[src/rtl/fifo_arb_pkg.sv]
// Shared types and helpers for the round-robin FIFO write arbiter.
// Optional stall timeout is enabled by defining FIFO_ARB_STALL_TIMEOUT_EN.
package fifo_arb_pkg;

  typedef enum logic {
    IDLE,
    BURST
  } state_t;

  function automatic int clog2(input int n);
    int r;
    r = 0;
    for (int v = n - 1; v > 0; v = v >> 1)
      r++;
    return r;
  endfunction

endpackage

[src/rtl/fifo_wr_arbiter_rr_pick.sv]
// Combinational round-robin picker: first set request after last_ptr.
// Part of fifo_wr_arbiter (see FIFO_ARB_STALL_TIMEOUT_EN in the top).
module rr_pick #(
  parameter int NREQ = 4,
  parameter int IW   = 2
) (
  input  logic [NREQ-1:0] req,
  input  logic [IW-1:0]   last_ptr,
  output logic            valid,
  output logic [IW-1:0]   idx
);

  logic [IW-1:0] j;

  // Walk offsets from farthest to nearest so the nearest hit wins.
  always_comb begin
    valid = 1'b0;
    idx   = '0;
    j     = '0;
    for (int i = NREQ; i >= 1; i--) begin
      j = IW'((int'(last_ptr) + i) % NREQ);
      if (req[j]) begin
        valid = 1'b1;
        idx   = j;
      end
    end
  end

endmodule

[src/rtl/fifo_wr_arbiter.sv]
// Round-robin burst arbiter driving one FIFO write port.
// Define FIFO_ARB_STALL_TIMEOUT_EN to release grants idle for STALL_MAX cycles.
module fifo_wr_arbiter
  import fifo_arb_pkg::*;
#(
  parameter int NREQ      = 4,
  parameter int DW        = 8,
  parameter int BURST_MAX = 4,
  parameter int STALL_MAX = 8,
  localparam int IW       = clog2(NREQ),
  localparam int BW       = clog2(BURST_MAX) + 1
) (
  input  logic               SYSCLK,
  input  logic               RST_B,
  input  logic [NREQ-1:0]    REQ,
  input  logic [NREQ*DW-1:0] REQ_DATA,
  input  logic [NREQ-1:0]    REQ_LAST,
  input  logic               FIFO_FULL,
  output logic [NREQ-1:0]    GNT,
  output logic [IW-1:0]      GNT_ID,
  output logic [NREQ-1:0]    ACK,
  output logic               FIFO_WR_EN,
  output logic [DW-1:0]      FIFO_DIN,
  output logic               STALL_ERR
);

  state_t            state_q, state_d;
  logic [NREQ-1:0]   gnt_q, gnt_d;
  logic [IW-1:0]     id_q, id_d;
  logic [BW-1:0]     cnt_q, cnt_d;
  logic [IW-1:0]     lp_q, lp_d;
  logic              pick_vld;
  logic [IW-1:0]     pick_idx;
  logic              req_g;
  logic              beat;
  logic              done;

`ifdef FIFO_ARB_STALL_TIMEOUT_EN
  localparam int SW = clog2(STALL_MAX) + 1;
  logic [SW-1:0]     scnt_q, scnt_d;
  logic              serr_q, serr_d;
`endif

  rr_pick #(
    .NREQ (NREQ),
    .IW   (IW)
  ) u_pick (
    .req      (REQ),
    .last_ptr (lp_q),
    .valid    (pick_vld),
    .idx      (pick_idx)
  );

  assign req_g = REQ[id_q];
  assign beat  = RST_B & (state_q == BURST)
               & req_g & ~FIFO_FULL;
  assign done  = REQ_LAST[id_q]
               | (cnt_q == BW'(BURST_MAX - 1));

  assign GNT        = gnt_q;
  assign GNT_ID     = id_q;
  assign FIFO_WR_EN = beat;
  assign ACK        = beat ? gnt_q : '0;

  always_comb begin
    FIFO_DIN = '0;
    for (int i = 0; i < NREQ; i++)
      if (id_q == IW'(i))
        FIFO_DIN = REQ_DATA[i*DW +: DW];
  end

  always_comb begin
    state_d = state_q;
    gnt_d   = gnt_q;
    id_d    = id_q;
    cnt_d   = cnt_q;
    lp_d    = lp_q;
`ifdef FIFO_ARB_STALL_TIMEOUT_EN
    scnt_d  = scnt_q;
    serr_d  = 1'b0;
`endif
    unique case (state_q)
      IDLE: begin
`ifdef FIFO_ARB_STALL_TIMEOUT_EN
        scnt_d = '0;
`endif
        if (pick_vld) begin
          state_d = BURST;
          gnt_d   = NREQ'(1) << pick_idx;
          id_d    = pick_idx;
          cnt_d   = '0;
        end
      end
      BURST: begin
        if (beat) begin
          cnt_d = cnt_q + 1'b1;
          if (done) begin
            state_d = IDLE;
            gnt_d   = '0;
            lp_d    = id_q;
          end
        end
`ifdef FIFO_ARB_STALL_TIMEOUT_EN
        // A full FIFO is not the requester's fault, so it restarts the count.
        if (FIFO_FULL || req_g) begin
          scnt_d = '0;
        end else if (scnt_q == SW'(STALL_MAX - 1)) begin
          state_d = IDLE;
          gnt_d   = '0;
          lp_d    = id_q;
          scnt_d  = '0;
          serr_d  = 1'b1;
        end else begin
          scnt_d = scnt_q + 1'b1;
        end
`endif
      end
    endcase
  end

  always_ff @(posedge SYSCLK) begin
    if (!RST_B) begin
      state_q <= IDLE;
      gnt_q   <= '0;
      id_q    <= '0;
      cnt_q   <= '0;
      lp_q    <= IW'(NREQ - 1);
`ifdef FIFO_ARB_STALL_TIMEOUT_EN
      scnt_q  <= '0;
      serr_q  <= 1'b0;
`endif
    end else begin
      state_q <= state_d;
      gnt_q   <= gnt_d;
      id_q    <= id_d;
      cnt_q   <= cnt_d;
      lp_q    <= lp_d;
`ifdef FIFO_ARB_STALL_TIMEOUT_EN
      scnt_q  <= scnt_d;
      serr_q  <= serr_d;
`endif
    end
  end

`ifdef FIFO_ARB_STALL_TIMEOUT_EN
  assign STALL_ERR = serr_q;
`else
  assign STALL_ERR = 1'b0;
`endif

endmodule

[config.mk]
export PLATFORM = sky130hd
export DESIGN_NAME = fifo_wr_arbiter
export DESIGN_NICKNAME = d
export VERILOG_FILES = /design/src/rtl/fifo_arb_pkg.sv /design/src/rtl/fifo_wr_arbiter_rr_pick.sv /design/src/rtl/fifo_wr_arbiter.sv
export SDC_FILE = /design/constraint.sdc
export NUM_CORES = 1
export LEC_CHECK = 0
export CAP_MARGIN = 20
export CORE_UTILIZATION = 37
export DETAILED_ROUTE_END_ITERATION = 7
export GPL_TIMING_DRIVEN = 0
export PLACE_DENSITY = 0.94
export SLEW_MARGIN = 20
export SYNTH_ARGS = -nofsm -noshare
export SYNTH_HDL_FRONTEND = slang
export SYNTH_HIERARCHICAL = 1
export SYNTH_SLANG_ARGS = --single-unit
export TNS_END_PERCENT = 10
[constraint.sdc]
create_clock -name SYSCLK -period 3.4 [get_ports SYSCLK]
set_input_delay 0.34 -clock SYSCLK [delete_from_list [all_inputs] [get_ports SYSCLK]]
set_output_delay 0.34 -clock SYSCLK [all_outputs]
set_load 0.005 [all_outputs]
==> out/results.ini <==
[worst_setup_path]
worstPathRequired_ns=3.06
critical_path_class=in2out
crit-reg2reg-launch=GNT_ID[0]
slowest_stage=mux4_2
worstPathCellList=clkdlybuf4s50_1 -> mux4_2 -> and3_1 -> clkdlybuf4s50_1
critical_path_arrival_ns=2.13
crit_buf_inv=2
timing.critical_path.from=REQ[3]
cp_max_fo=10
endpoint_kind=primary output
crit_top_cell=clkdlybuf4s50_1
path_delay_family=buffers and inverters
cpPeakStageDelay_ns=0.63
start_kind=primary input

[worst_hold_path]
hold_start=cnt_q[0]
hp-class=reg2reg

[sta]
hold_viol=0
rsz0062_at_grt=no
fin_ws_ns=0.926
timing.final.crit_share_pct=72.8
whs_ns=0.488
setup_viol_count_final=0
slew_headroom_pct=66.2
min_period_ns=2.47
final_max_slew_viol_count=0
worstMarginPinSlew_ns=0.507
skew_ns=0.00200
finalSetupTns_ns=0
fmax_ghz=0.404

[drt]
drc=0
drtPass1Iterations=4
ant_nets=0
totalWireLength_mm=3.17
drtIter0Drc=10
dr_total_vias=1016
routedWlPerCell_um=17.3
viasPerCell=5.55

[layout]
fin_nets=201
multiInputGateArea_um2=614
layout-drive-gt1-share_pct=13.5
antennaDiodeCount=0
final-seq-area_um2=240
synthToLayoutAreaGrowth_pct=75.7
num-fill-cells=181

[synthesis]
seq_area_frac_synth_pct=26.7
synth.avg_cell_area_um2=10.0
ys.flop_type=dfxtp_1
syn_area_um2=901
synth_nets=135
ys_top_cells_by_count=dfxtp_1 (12), mux4_2 (10), a21oi_1 (6), nand2b_1 (6), nand3_1 (6)
synth_cell_types=31
synth_area_leader_cell=dfxtp_1
ys.warnings.count=6
synth_edf_count=0
syn_inst=90
synthTopCellsByArea=dfxtp_1 (27%), mux4_2 (25%), nand2b_1 (4.2%)
synthMostInstantiatedCell=dfxtp_1
synth-async-reset-ratio_pct=0
synth.top_cell.area_share_pct=26.7
ys_ff_latch=12

[placed_design]
port_buffers=61
hpwl_mm=2.59
preCtsSetupSlack_ns=0.963
place.gp.congestion=0.800

[die]
start_util_pct=40.0
die_width_um=51.3
core_um2=2250
die_area_um2=2640
rows=17
die_h_um=51.3
boundaryPins=63

[clock_network]
ctsHoldBuffers=0
h-tree-depth=1
cts_setup_buffers=0
cts_resized=0
clock_latency_ns=0.28
cts_buffers=3
cts_root_buffer=clkbuf_4
cts.path.max_buffers=2
cts_tree=done
clock_sinks=12
clk_pin_slew_ns=0.08

[power]
power_uw=427
powerDensity_nw_per_um2=270
p_leak_nw=0.592
ir_drop_uv=217

[global_routing]
grt_pass1_vias=1013
overflow=0
antenna_found_initial=0
grt_pass1_wl_mm=4.87
grt_max_degree=11
grt.total_usage_pct=25.7

[run]
cap_violations=0

[run_status]
status=finished, final reports clean

flip-flops by register name, summed over array words and instances (netlist names):
register / cells
state_q: 1
GNT_ID: 2
GNT: 4
cnt_q: 3
lp_q: 2
area by class of cell:
type                    count  area share (%)
plain buffers               7            1.98
clock buffers               4            2.29
inverters                   4           0.949
multi-input cells          67            38.8
flip-flops and latches     12            15.2
well taps                  28            2.21
repair buffers             61            38.6
cells in the final DEF (no fill, tap or decap), drive strengths merged, types with 2 or more instances in the layout:
master / n
clkdlybuf4s50: 61
dfxtp: 12
mux4: 10
a21oi: 7
nand2b: 6
nand3: 6
clkbuf: 6
o21ai: 5
nand2: 5
buf: 5
and3: 4
inv: 4
nor2: 3
mux2: 2
nand4b: 2
a211o: 2
mux2i: 2
ha: 2
path summary, 6_finish.rpt:
path                            cells after the start  slack, ns        to
worst max-delay path                                4       0.93    ACK[2]
worst min register to register                      1       0.49  cnt_q[0]
worst min-delay path                                1       0.49  cnt_q[0]
worst max register to register                      3       1.70   lp_q[1]
logic make-up after synthesis:
group / share of synthesized area (%)
DFF: 26.7
buffers and inverters: 5.14
AOI/OAI and AO/OA: 13.3
and+or+nand+nor: 21.1
muxes: 30.6
adders and majority gates: 2.78
other: 0.416
per-layer routing:
layer	track usage, %	part of all wire (%)	up-vias
met1	27.5	40	481
met2	45.8	48	57
met3	7.44	9.4	9
li1	-	-	469
met4	12.2	2.9	0
met5	0	0	-
report_power, final:
group	internal [mW]	total (mW)	switching [mW]
registers	0.148	0.155	0.00704
clock network	0.0652	0.117	0.0519
logic	0.103	0.155	0.0525
stage by stage:
stage | area (um2) | std cells | util (%)
2_1_floorplan | 901 | 90 | -
3_3_place_gp | 1550 | 179 | 68.6
3_5_place_dp | 1550 | 179 | 68.6
4_1_cts | 1580 | 183 | 70.2
5_1_grt | 1580 | 183 | 70.2
6_report | 1580 | 183 | 70.2
No activity file was read; power rests on OpenSTA's default activity.
